==> config.mk <==
export PLATFORM = sky130hd
export DESIGN_NAME = interrupt_scheduler
export DESIGN_NICKNAME = d
export VERILOG_FILES = /design/src/rtl/interrupt_scheduler_pkg.sv /design/src/rtl/interrupt_scheduler_debouncer.sv /design/src/rtl/interrupt_scheduler.sv
export SDC_FILE = /design/constraint.sdc
export NUM_CORES = 1
export LEC_CHECK = 0
export BUFFER_PORTS_ARGS = -buffer_cell sky130_fd_sc_hd__buf_2
export CORE_MARGIN = 2
export CORE_UTILIZATION = 45
export DETAILED_ROUTE_END_ITERATION = 8
export GPL_ROUTABILITY_DRIVEN = 1
export MAX_ROUTING_LAYER = met4
export PLACE_DENSITY_LB_ADDON = 0.25
export SLEW_MARGIN = 25
export SYNTH_ARGS = -nofsm -noshare
export SYNTH_HDL_FRONTEND = slang
export SYNTH_SLANG_ARGS = --single-unit
==> constraint.sdc <==
create_clock -name clock -period 2.9 [get_ports clock]
set_input_delay 0.145 -clock clock [delete_from_list [all_inputs] [get_ports clock]]
set_output_delay 0.145 -clock clock [all_outputs]
set_load 0.01 [all_outputs]
==> src/rtl/interrupt_scheduler_pkg.sv <==
// -----------------------------------------------------------------------------
// interrupt_scheduler_pkg
// Shared definitions for the interrupt scheduler:
//   - grant_type_e  : encoding driven on grant_Type
//   - sched_state_e : scheduler FSM state encoding
//   - PEND_*        : bit positions inside the pending vector
//   - grant_mask()  : maps a grant type onto its pending bit
// -----------------------------------------------------------------------------
package interrupt_scheduler_pkg;

    typedef enum logic [1:0] {
        GRANT_NONE     = 2'b00,
        GRANT_PED_HORI = 2'b01,
        GRANT_PED_VERT = 2'b10,
        GRANT_POLICE   = 2'b11
    } grant_type_e;

    typedef enum logic [1:0] {
        ST_IDLE     = 2'd0,
        ST_GRANT    = 2'd1,
        ST_COOLDOWN = 2'd2
    } sched_state_e;

    localparam int NUM_REQ     = 3;
    localparam int PEND_HORI   = 0;
    localparam int PEND_VERT   = 1;
    localparam int PEND_POLICE = 2;

    function automatic logic [NUM_REQ-1:0] grant_mask(input grant_type_e t);
        logic [NUM_REQ-1:0] m;
        m = '0;
        case (t)
            GRANT_PED_HORI: m[PEND_HORI]   = 1'b1;
            GRANT_PED_VERT: m[PEND_VERT]   = 1'b1;
            GRANT_POLICE:   m[PEND_POLICE] = 1'b1;
            default:        m = '0;
        endcase
        return m;
    endfunction

endpackage

==> src/rtl/interrupt_scheduler_debouncer.sv <==
// -----------------------------------------------------------------------------
// interrupt_debouncer
// Per-input debounce filter. The output is high only while the input has been
// sampled high for DEBOUNCE_CYCLES consecutive rising edges; any low sample
// restarts the count. Only instantiated when INTERRUPT_DEBOUNCE_EN is defined.
// Ports:
//   clock    in  system clock
//   reset    in  asynchronous active-high reset
//   i_level  in  raw request level
//   o_level  out filtered request level
// DEBOUNCE_CYCLES is expected to be at least 1.
// -----------------------------------------------------------------------------
module interrupt_debouncer #(
    parameter int DEBOUNCE_CYCLES = 3
) (
    input  logic clock,
    input  logic reset,
    input  logic i_level,
    output logic o_level
);

    localparam int CW = (DEBOUNCE_CYCLES < 1) ? 1 : $clog2(DEBOUNCE_CYCLES + 1);
    localparam logic [CW-1:0] CNT_TC = CW'(DEBOUNCE_CYCLES);

    logic [CW-1:0] r_cnt;

    // Count saturates at the terminal value so a long press stays high.
    always_ff @(posedge clock or posedge reset) begin
        if (reset) begin
            r_cnt <= '0;
        end else if (!i_level) begin
            r_cnt <= '0;
        end else if (r_cnt != CNT_TC) begin
            r_cnt <= r_cnt + 1'b1;
        end
    end

    assign o_level = (r_cnt == CNT_TC);

endmodule

==> src/rtl/interrupt_scheduler.sv <==
// -----------------------------------------------------------------------------
// interrupt_scheduler
// Latches pedestrian/police requests as pending bits on rising edges and
// presents them one at a time to the turn controller over a valid/ack
// handshake, with a cooldown between grants and a timeout that drops grants
// the controller never accepts.
//
// Optional build macro: INTERRUPT_DEBOUNCE_EN -- when defined every request
// input passes through an interrupt_debouncer before edge detection.
//
// Ports:
//   clock            in   system clock (rising edge)
//   reset            in   asynchronous active-high reset
//   ped_Hori_Button  in   horizontal pedestrian request level
//   ped_Vert_Button  in   vertical pedestrian request level
//   police_Button    in   police override request level
//   turn             in   0 = vertical pedestrians served, 1 = horizontal
//   grant_Ack        in   controller accepts the current grant
//   grant_Valid      out  a grant is presented
//   grant_Type       out  00 none, 01 ped_hori, 10 ped_vert, 11 police
//   pending          out  latched requests {police, ped_vert, ped_hori}
//   dropped_Count    out  saturating count of timed-out grants
//
// state       | meaning
// ------------+-----------------------------------------------------------
// ST_IDLE     | no grant outstanding, pick the next eligible pending request
// ST_GRANT    | grant presented, waiting for ack or ack timeout
// ST_COOLDOWN | enforced idle gap after a completed or dropped grant
// -----------------------------------------------------------------------------
module interrupt_scheduler
    import interrupt_scheduler_pkg::*;
#(
    parameter int COOLDOWN_CYCLES = 20,
    parameter int ACK_TIMEOUT     = 31,
    parameter int DEBOUNCE_CYCLES = 3
) (
    input  logic       clock,
    input  logic       reset,
    input  logic       ped_Hori_Button,
    input  logic       ped_Vert_Button,
    input  logic       police_Button,
    input  logic       turn,
    input  logic       grant_Ack,
    output logic       grant_Valid,
    output logic [1:0] grant_Type,
    output logic [2:0] pending,
    output logic [7:0] dropped_Count
);

    localparam int CCW = (COOLDOWN_CYCLES < 1) ? 1 : $clog2(COOLDOWN_CYCLES + 1);
    localparam int WW  = (ACK_TIMEOUT < 1) ? 1 : $clog2(ACK_TIMEOUT + 1);

    localparam logic [CCW-1:0] COOL_LOAD = CCW'(COOLDOWN_CYCLES);
    localparam logic [CCW-1:0] COOL_TC   = CCW'(1);
    localparam logic [WW-1:0]  WAIT_TC   = WW'(ACK_TIMEOUT);
    localparam logic [WW-1:0]  WAIT_INIT = WW'(1);

    // ---------------------------------------------------------------------
    // Input conditioning and edge detection
    // ---------------------------------------------------------------------
    logic [NUM_REQ-1:0] w_raw;
    logic [NUM_REQ-1:0] w_lvl;
    logic [NUM_REQ-1:0] r_in;
    logic [NUM_REQ-1:0] r_in_d;
    logic [NUM_REQ-1:0] w_edge;

    assign w_raw[PEND_HORI]   = ped_Hori_Button;
    assign w_raw[PEND_VERT]   = ped_Vert_Button;
    assign w_raw[PEND_POLICE] = police_Button;

`ifdef INTERRUPT_DEBOUNCE_EN
    for (genvar gi = 0; gi < NUM_REQ; gi++) begin : g_deb
        interrupt_debouncer #(
            .DEBOUNCE_CYCLES(DEBOUNCE_CYCLES)
        ) u_deb (
            .clock   (clock),
            .reset   (reset),
            .i_level (w_raw[gi]),
            .o_level (w_lvl[gi])
        );
    end
`else
    logic w_unused_deb;
    assign w_lvl        = w_raw;
    assign w_unused_deb = (DEBOUNCE_CYCLES != 0);
`endif

    // r_in registers the level once; r_in_d holds the previous sample so the
    // edge appears one cycle after the level is captured.
    always_ff @(posedge clock or posedge reset) begin
        if (reset) begin
            r_in   <= '0;
            r_in_d <= '0;
        end else begin
            r_in   <= w_lvl;
            r_in_d <= r_in;
        end
    end

    assign w_edge = r_in & ~r_in_d;

    // ---------------------------------------------------------------------
    // Scheduler state
    // ---------------------------------------------------------------------
    sched_state_e       r_state;
    sched_state_e       w_state_n;
    logic [NUM_REQ-1:0] r_pend;
    logic [NUM_REQ-1:0] w_pend_n;
    logic [NUM_REQ-1:0] w_clr;
    logic               r_valid;
    logic               w_valid_n;
    grant_type_e        r_type;
    grant_type_e        w_type_n;
    grant_type_e        w_sel;
    logic [CCW-1:0]     r_cool;
    logic [CCW-1:0]     w_cool_n;
    logic [WW-1:0]      r_wait;
    logic [WW-1:0]      w_wait_n;
    logic [7:0]         r_drop;
    logic [7:0]         w_drop_n;
    logic               w_done;

    always_ff @(posedge clock or posedge reset) begin
        if (reset) begin
            r_state <= ST_IDLE;
            r_pend  <= '0;
            r_valid <= 1'b0;
            r_type  <= GRANT_NONE;
            r_cool  <= '0;
            r_wait  <= '0;
            r_drop  <= '0;
        end else begin
            r_state <= w_state_n;
            r_pend  <= w_pend_n;
            r_valid <= w_valid_n;
            r_type  <= w_type_n;
            r_cool  <= w_cool_n;
            r_wait  <= w_wait_n;
            r_drop  <= w_drop_n;
        end
    end

    always_comb begin
        w_state_n = r_state;
        w_valid_n = r_valid;
        w_type_n  = r_type;
        w_cool_n  = r_cool;
        w_wait_n  = r_wait;
        w_drop_n  = r_drop;
        w_clr     = '0;
        w_sel     = GRANT_NONE;
        w_done    = 1'b0;

        case (r_state)
            ST_IDLE: begin
                // A pedestrian request for the direction not being served
                // is simply left pending until turn flips.
                if (r_pend[PEND_POLICE]) begin
                    w_sel = GRANT_POLICE;
                end else if (!turn && r_pend[PEND_VERT]) begin
                    w_sel = GRANT_PED_VERT;
                end else if (turn && r_pend[PEND_HORI]) begin
                    w_sel = GRANT_PED_HORI;
                end
                if (w_sel != GRANT_NONE) begin
                    w_state_n = ST_GRANT;
                    w_valid_n = 1'b1;
                    w_type_n  = w_sel;
                    // Wait counter includes the first GRANT cycle.
                    w_wait_n  = WAIT_INIT;
                end
            end

            ST_GRANT: begin
                // Ack is checked first so it wins over a coincident timeout.
                if (grant_Ack) begin
                    w_clr  = grant_mask(r_type);
                    w_done = 1'b1;
                end else if (r_wait == WAIT_TC) begin
                    w_clr  = grant_mask(r_type);
                    w_done = 1'b1;
                    if (r_drop != 8'hFF) begin
                        w_drop_n = r_drop + 8'd1;
                    end
                end else begin
                    w_wait_n = r_wait + 1'b1;
                end

                if (w_done) begin
                    w_valid_n = 1'b0;
                    w_type_n  = GRANT_NONE;
                    w_wait_n  = '0;
                    if (COOLDOWN_CYCLES == 0) begin
                        w_state_n = ST_IDLE;
                    end else begin
                        w_state_n = ST_COOLDOWN;
                        w_cool_n  = COOL_LOAD;
                    end
                end
            end

            ST_COOLDOWN: begin
                // Loaded with COOLDOWN_CYCLES, leaves after the cycle at 1,
                // giving exactly COOLDOWN_CYCLES cycles in this state.
                if (r_cool == COOL_TC) begin
                    w_state_n = ST_IDLE;
                    w_cool_n  = '0;
                end else begin
                    w_cool_n = r_cool - 1'b1;
                end
            end

            default: begin
                w_state_n = ST_IDLE;
                w_valid_n = 1'b0;
                w_type_n  = GRANT_NONE;
            end
        endcase

        // New edges are OR-ed in after the clear so a fresh request for the
        // source being retired in the same cycle is kept.
        w_pend_n = (r_pend & ~w_clr) | w_edge;
    end

    assign grant_Valid   = r_valid;
    assign grant_Type    = r_type;
    assign pending       = r_pend;
    assign dropped_Count = r_drop;

endmodule
* Word level (Yosys, flattened, before mapping)
Cells that the tools add are included.
** Cells by class
- Add/sub/neg operators :: 3
- Multiply operators :: 0
- Divide/modulo/power cells :: 0
- $lt $le $gt $ge :: 0
- Equal/unequal tests :: 13
- Shift operators :: 0
- Muxes and demuxes :: 31
- Bitwise logic cells :: 7
- Reduce and logical (&&, ||, !) cells :: 12
** Operators with widths (count)
- $mux W5 :: 6
- $pmux W5 S2 :: 2
- $mux W2 :: 8
- $pmux W2 S3 :: 2
- $mux W1 :: 9
- $mux W3 :: 3
- $add A8 B1 Y8 const B :: 1
- $ne A8 B8 Y1 const B :: 1
- $reduce_and A4 Y1 :: 2
- $and A3 B3 Y3 :: 2
- $eq A2 B2 Y1 const B :: 3
- $ne A2 B2 Y1 const B :: 3
- $ne A3 B3 Y1 const B :: 2
- $not A3 Y3 :: 2
- $reduce_and A3 Y1 :: 2
- $reduce_bool A2 Y1 :: 3
- $add A5 B1 Y5 const B :: 1
- $eq A5 B1 Y1 const B :: 1
- $eq A5 B5 Y1 const B :: 1
- $sub A5 B1 Y5 const B :: 1
- $eq A2 B1 Y1 const B :: 2
- $or A3 B3 Y3 :: 1
- $pmux W1 S3 :: 1
- $logic_and A1 B1 Y1 :: 2
- 4 further kinds :: 5
** Word-level totals
- Register bits after elaboration :: 32
- Latch bits :: 0
- RAM bits :: 0
- Memory bits (read-only) :: 0
- Input bits :: 7
- Logic and storage cells :: 75
- Memories :: 0

* Logic depth before layout (Yosys ltp)
Gate-level depths: netlist of the first run.
- Word-level depth :: 8
- Depth in mapped cells :: 7
- Gate-level depth less buffers :: 7

* Least setup slack after synthesis of the first run
OpenSTA, ideal clock, no wires.
- Kind :: flip-flop to flip-flop
- Start :: reg r_wait[0]
- End :: reg r_drop[7] (netlist: dropped_Count[7])
- Setup time :: 0.125 ns
- Arrival :: 1.801 ns
- Required time :: 2.775 ns
- Path slack :: 0.974 ns
- Stages on the path, launching flop included :: 8
- Path buffers :: 0
- Path through :: dfrtp_1 -> ha_1 -> and3_1 -> ha_1 -> and4bb_4 -> and2_4 -> nand4_1 -> mux2_2
** On the way
- Word-level cells in the longest chain between the ends :: 2
** Ends and longest elaborated chain
- from (decl) :: line interrupt_scheduler.sv:117 : logic [WW-1:0] r_wait;
- from (signal assigned) :: line interrupt_scheduler.sv:138 : r_wait <= w_wait_n;
- $eq A5 B5 Y1 :: line interrupt_scheduler.sv:179 : end else if (r_wait == WAIT_TC) begin
- $reduce_and A4 Y1 (no source line)
- to (signal assigned) :: line interrupt_scheduler.sv:139 : r_drop <= w_drop_n;
- to (decl) :: line interrupt_scheduler.sv:119 : logic [7:0] r_drop;
Every way passes these cells.
A chain may end at the register's enable or synchronous reset.

* Worst setup path in the final report of the first run
- Start :: reg r_wait[0]
- End :: reg r_wait[3]
** On the way
- Word-level cells in the longest chain between the ends :: 6
- Elaborated cells on any way between the ends :: 12
** Ends and longest elaborated chain
- branches (longest 6 deep; another with $add A5 B1 Y5)
Parallel ways; which one is timed is not known. The select of a mux whose other input is x is not followed.

==> results of run 1 <==
-- what timing repair did --
action	4_1_cts	5_1_grt
buffers inserted	0	0
hold endpoints to repair	35	0
hold buffers	4	0
gates resized for setup	0	0
-- layout by cell type, fill, tap and decap left out, types with 3 or more instances in the layout --
master | synthesis | layout
a21o_1 | 3 | 3
mux2_2 | 3 | 3
o31ai_1 | 3 | 3
nand3_1 | 3 | 3
dfrtp_1 | 32 | 32
ha_1 | 6 | 6
dlygate4sd3_1 | 0 | 4
nor2_1 | 4 | 4
nor3_1 | 6 | 6
o21ai_0 | 16 | 16
a21oi_1 | 5 | 5
xnor2_1 | 3 | 3
inv_1 | 11 | 11
nand2_1 | 13 | 13
buf_2 | 0 | 20
clkbuf_4 | 0 | 5
-- worst paths after layout --
kind                                       start                   endpoint  slack, ns  cells after the start
max reg2reg                r_wait[0]$_DFFE_PP0P_      r_wait[3]$_DFFE_PP0P_       0.76                      7
max in group asynchronous                  reset      r_cool[3]$_DFFE_PP0P_       2.20                      4
max                        r_wait[0]$_DFFE_PP0P_      r_wait[3]$_DFFE_PP0P_       0.76                      7
min                                         turn  grant_Type[1]$_DFFE_PP0P_       0.23                      4
min in group asynchronous                  reset        r_in_d[2]$_DFF_PP0_       0.41                      4
min reg2reg                    r_in[1]$_DFF_PP0_        r_in_d[1]$_DFF_PP0_       0.38                      0
-- logic make-up after synthesis --
group / count (synthesis) / synth area share (%)
xor gates and xnor gates: 3 / 1.73
buffers and inverters: 13 / 3.94
and+or+nand+nor: 42 / 15.9
adders and majority gates: 6 / 4.93
DFF: 32 / 52.6
AOI/OAI and AO/OA: 39 / 17.4
muxes: 5 / 3.53
-- worst reg2reg max path, stage by stage (launching register included) --
cell and delay, ns:
dfrtp_1 0.42, ha_1 0.25, and3_1 0.21, ha_1 0.22
or4b_4 0.57, nor2b_1 0.15, o21ai_0 0.13, o41ai_2 0.10
-- per-stage QoR --
stage	cell area [sq um]	hold WS, ns	util [%]	setup WS [ns]	total power [mW]
after floorplan	1520	0.176	-	0.974	0.947
after global placement	1670	0.246	50.8	0.892	1.03
after detailed placement	1670	0.245	50.8	0.778	1.06
after CTS	1790	0.208	54.5	0.759	1.40
after global routing	1790	0.233	54.5	0.584	1.49
final	1790	0.225	54.5	0.761	1.38
-- cells in the mapped netlist (2+ instances only) --
library cell	count
a21o_1	3
a21oi_1	5
a31o_2	2
a41oi_1	2
and4_1	2
dfrtp_1	32
ha_1	6
inv_1	11
mux2_2	3
mux2i_1	2
nand2_1	13
nand2b_1	2
nand3_1	3
nor2_1	4
nor2b_1	2
nor3_1	6
nor4_1	2
o21ai_0	16
o2bb2ai_1	2
o31ai_1	3
xnor2_1	3
-- final cells by class --
class	instances	area, sq um
tap	46	57.6
multi-input combinational	95	662
inverter	11	41.3
sequential	32	801
clock inverter	3	42.5
fill	298	1500
clock buffer	5	37.5
timing repair buffer	25	148
-- registers in the layout, summed over array words and instances, names as in the netlist --
register and cells:
grant_Valid 1, r_cool 5, r_in 3, dropped_Count 8
r_in_d 3, r_state 2, r_wait 5, grant_Type 2
pending 3
-- routing by layer --
| metal | track usage [%] | part of all wire, % |
|---|---|---|
| met4 | 5.83 | 1.4 |
| met5 | - | 0 |
| met3 | 5.07 | 4.1 |
| met1 | 19.0 | 42 |
| met2 | 29.6 | 53 |
-- where the power goes --
group,switching [mW],internal (mW),total (mW)
Sequential,0.113,0.544,0.657
Clock,0.155,0.180,0.335
Combinational,0.215,0.174,0.389
==> flow_summary.yaml, run 1 <==
timing:
  report.final.slew_viol_count: 0
  rsz0062_at_grt: "false"
  fin_skew_ns: 0.00800
  min_period_ns: 2.14
  fmax_ghz: 0.468
  max_slew_margin_pct: 51.5
  setup_viol: 0
  setup_tns_ns: 0
  finalHoldViolCount: 0
  fin_crit_sh_pct: 73.8
  tightestPinTransition_ns: 0.721
run_status:
  status: "completed"
global_route:
  grt_max_degree: 33
  grt-ovfl-total: 0
  antenna_found_initial: 0
  grt_pass1_wl_um: 5020
  grt_pass1_vias: 1105
  grt_usage_pct: 17.1
floorplanning:
  die_h_um: 62.2
  coreArea_sq_mm: 0.00328
  rows: 21
  dieArea_sq_mm: 0.00387
  die_x_um: 62.2
  io_pins: 21
  initial_utilization_pct: 46.4
critical_path:
  crit_buf_inv: 0
  cp_common_cell: "ha_1"
  endpoint_kind: "flip-flop"
  critPathMaxFanout: 5
  slowest_stage: "or4b_4"
  critPathLaunchType: "flip-flop"
  critical_path_class: "flip-flop to flip-flop"
  cp_data_arrival_time_ns: 2.36
  cpLargestDelayFamily: "simple AND/OR/NAND/NOR gates"
  path_cells: "ha_1, and3_1, ha_1, or4b_4, nor2b_1, o21ai_0, o41ai_2"
  crit_required_ns: 3.12
  max_stage_delay_ns: 0.57
pwr:
  ir_worst_vdd_mv: 0.327
  power_density_mw_per_mm2: 772
  p_leak_nw: 0.839
synthesis:
  synth_area_leader_cell: "dfrtp_1"
  synth_ff_type: "dfrtp_1"
  yosys_warnings: 0
  synthDominantCellAreaShare_pct: 52.6
  syn_area_per_cell_sq_um: 10.9
  synth-seq-area-share_pct: 52.6
  syn_area_sq_mm: 0.00152
  ys_ff_latch: 32
  yosys-top-cells-area: "dfrtp_1 53%, o21ai_0 5.3%, ha_1 4.9%, nand2_1 3.2%, inv_1 2.7%"
  syn_nets: 153
  async_reset_ff_share_pct: 100
  ys_types: 37
  synthCells: 140
  synth_edf_count: 0
placement:
  globalplace.congestion: 0.827
  dp.cells: 205
  dp_hpwl_um: 2050
  portBuffers: 20
final_layout:
  layout-drive-gt1-share_pct: 22.8
  nets: 183
  fin_cells: 217
  num_antenna_cells: 0
  area_growth_pct: 17.5
routing:
  route.detailed.drc: 0
  antenna_left: 0
  first_iter_violations: 28
  wl_per_cell_um: 13.2
  num_vias: 1139
  drt_wl_total_um: 2860
  viasPerCell: 5.25
  first_pass_iters: 4
clock_tree:
  cts_root_buf: "clkbuf_4"
  clock_latency_ns: 0.33
  cts_buffer_depth: 2
  htreeDepth: 2
  cts_tree: "yes"
  clk_pin_slew_ns: 0.10
  cts_buffers: 5
  cts.sinks: 32
job:
  drv_cap: 0
min_path:
  hold_class: "primary input to flip-flop"
(Power assumes the default switching activity.)
==> run 2, diff against run 1 <==
==> constraint.sdc (replaced) <==
create_clock -name clock -period 1.75 [get_ports clock]
set_input_delay 0.0875 -clock clock [delete_from_list [all_inputs] [get_ports clock]]
set_output_delay 0.0875 -clock clock [all_outputs]
set_load 0.01 [all_outputs]
==> run 2 against run 1 <==
Net effect: the flow now finishes with violations (setup timing); critical endpoint unchanged; sequential power rose by 64%; clock skew rose by 0.0025 ns; global-route usage is 0.79 points higher; design area is 11% higher; cell count increased by 6.0%; largest cell class unchanged; via count rose by 7.9%; clock-buffer cell count grew 1; critical path type unchanged.
==> flow_summary.yaml, run 2 (synthesis results as in run 1) <==
placement:
  globalplace.congestion: 0.820
  placed_cell_area_sq_mm: 0.00177
  portBuffers: 20
  dp_hpwl_um: 2080
clock_tree:
  cts_buffers: 5
  htreeDepth: 2
  clk_pin_slew_ns: 0.09
  cts_root_buf: "clkbuf_4"
  clock_latency_ns: 0.34
  cts_tree: "yes"
  cts_buffer_depth: 2
  cts.sinks: 32
pwr:
  p_leak_nw: 0.933
  seqPwrFrac_pct: 45.3
  pwr-share-clk_pct: 22.8
  ir_worst_vdd_mv: 0.546
  switching_share_pct: 34.5
  p_int_mw: 1.56
  combPwrFrac_pct: 31.9
  power_density_mw_per_mm2: 1200
  p_sw_mw: 0.823
  p_total_mw: 2.39
critical_path:
  cpLargestDelayFamily: "simple AND/OR/NAND/NOR gates"
  r2r-end: "r_wait[3]$_DFFE_PP0P_"
  critical_path_class: "flip-flop to flip-flop"
  regToRegSetupSlack_ns: -0.08
  r2r_cells: 7
  slowest_stage: "or4b_4"
  path_cells: "ha_2, and3_4, ha_4, or4b_4, nor2b_1, o21ai_1, o41ai_2"
  critPathLaunchType: "flip-flop"
  reg2reg_from: "r_wait[0]$_DFFE_PP0P_"
  max_stage_delay_ns: 0.53
  endpoint_kind: "flip-flop"
  crit_buf_inv: 0
  cp_data_arrival_time_ns: 2.07
  crit_required_ns: 1.99
  critPathMaxFanout: 5
timing:
  setup_viol: 7
  tightestPinTransition_ns: 0.441
  setup_tns_ns: -0.353
  fin_crit_sh_pct: 105
  max_slew_margin_pct: 70.4
  rsz0062_at_grt: "true"
  fin_skew_ns: 0.0105
  report.final.slew_viol_count: 0
  timing.final.ws_setup_ns: -0.0828
  finalHoldViolCount: 0
  fmax_ghz: 0.546
  min_period_ns: 1.83
final_layout:
  final_util_pct: 60.3
  layout_common_cells: "32 x dfrtp_1, 20 x buf_2, 12 x nand2_1, 11 x inv_1, 10 x buf_4"
  stdcell_area_sq_mm: 0.00198
  layout-drive-gt1-share_pct: 32.6
  largest_reg_flops: 8
  area_growth_pct: 30.2
  nets: 196
  layout_commonest_cell: "dfrtp_1"
  num_antenna_cells: 0
floorplanning:
  io_pins: 21
  die_x_um: 62.2
  dieArea_sq_mm: 0.00387
  rows: 21
  initial_utilization_pct: 46.4
  die_h_um: 62.2
  coreArea_sq_mm: 0.00328
run_status:
  violations: "setup timing"
  status: "finished, violations left"
min_path:
  hold_end: "grant_Type[1]$_DFFE_PP0P_"
  hold-path-cell-count: 4
  hold_class: "primary input to flip-flop"
  min-delay-start: "turn"
routing:
  num_vias: 1229
  antenna_left: 0
  first_pass_iters: 4
  viasPerCell: 5.34
  route.detailed.drc: 0
  first_iter_violations: 36
  wl_per_cell_um: 13.1
  drt_wl_total_um: 3000
global_route:
  grt_pass1_vias: 1158
  grt_usage_pct: 17.9
  grt_max_degree: 33
  grt-ovfl-total: 0
  grt_pass1_wl_um: 5290
  antenna_found_initial: 0
job:
  drv_cap: 0
-- run 2: changes by cell type in the layout (fill, tap and decap cells not counted), sizes merged --
cell      change
clkinvlp      -1
buf          +13
clkbuf        +1
-- run 2: per-stage QoR --
step                      instances  hold WS, ns  setup WS, ns
after global routing            230        0.183        -0.146
after floorplan                 140        0.119       -0.0439
after detailed placement        215        0.189       -0.0919
final                           230        0.176       -0.0828
after global placement          215        0.184       -0.0516
after CTS                       229        0.144        -0.105
-- run 2: area by class of cell --
cell class	instances	area (sq um)
Clock buffer	6	41.3
Timing Repair Buffer	38	269
Tap cell	46	57.6
Fill cell	286	1300
Sequential cell	32	801
Inverter	11	41.3
Multi-Input combinational cell	95	737
Clock inverter	2	35.0
-- run 2: worst reg2reg max path, cell delays in order, from the launching register on --
cell	delay (ns)
dfrtp_1	0.39
ha_2	0.19
and3_4	0.20
ha_4	0.16
or4b_4	0.53
nor2b_1	0.14
o21ai_1	0.08
o41ai_2	0.06
-- run 2: routing by layer --
layer / GRT usage [%] / wire length [um] / vias up
met3: 5.98 / 133 / 7
li1: - / - / 600
met2: 27.3 / 1500 / 24
met4: 5.83 / 45 / 0
met1: 22.7 / 1330 / 598
met5: - / 0 / -
-- run 2: power by group through the flow --
stage / Clock [mW] / Combinational [mW] / Sequential (mW)
after detailed placement: 0 / 0.713 / 1.09
after global routing: 0.605 / 0.878 / 1.11
after global placement: 0 / 0.689 / 1.08
final: 0.545 / 0.762 / 1.08
after floorplan: 0 / 0.519 / 1.06
after CTS: 0.561 / 0.739 / 1.08
-- run 2: repair_timing --
action,CTS,global route
pin swaps,3,5
hold buffers,4,0
endpoints found under the hold margin,35,0
gates resized for setup,3,13
cloned,0,0
buffers inserted,2,1
endpoints found under the setup margin,4,13
-- run 2: worst max path at each step --
stage,from,endpoint,slack [ns],depth (start not counted)
floorplan,r_wait[0]$_DFFE_PP0P_,dropped_Count[7]$_DFFE_PP0P_,-0.04,7
global placement,r_wait[1]$_DFFE_PP0P_,r_wait[2]$_DFFE_PP0P_,-0.05,7
detailed placement,r_wait[1]$_DFFE_PP0P_,r_wait[2]$_DFFE_PP0P_,-0.09,7
CTS,r_wait[0]$_DFFE_PP0P_,r_wait[3]$_DFFE_PP0P_,-0.10,7
global route,r_wait[1]$_DFFE_PP0P_,r_wait[2]$_DFFE_PP0P_,-0.15,7
finish,r_wait[0]$_DFFE_PP0P_,r_wait[3]$_DFFE_PP0P_,-0.08,7
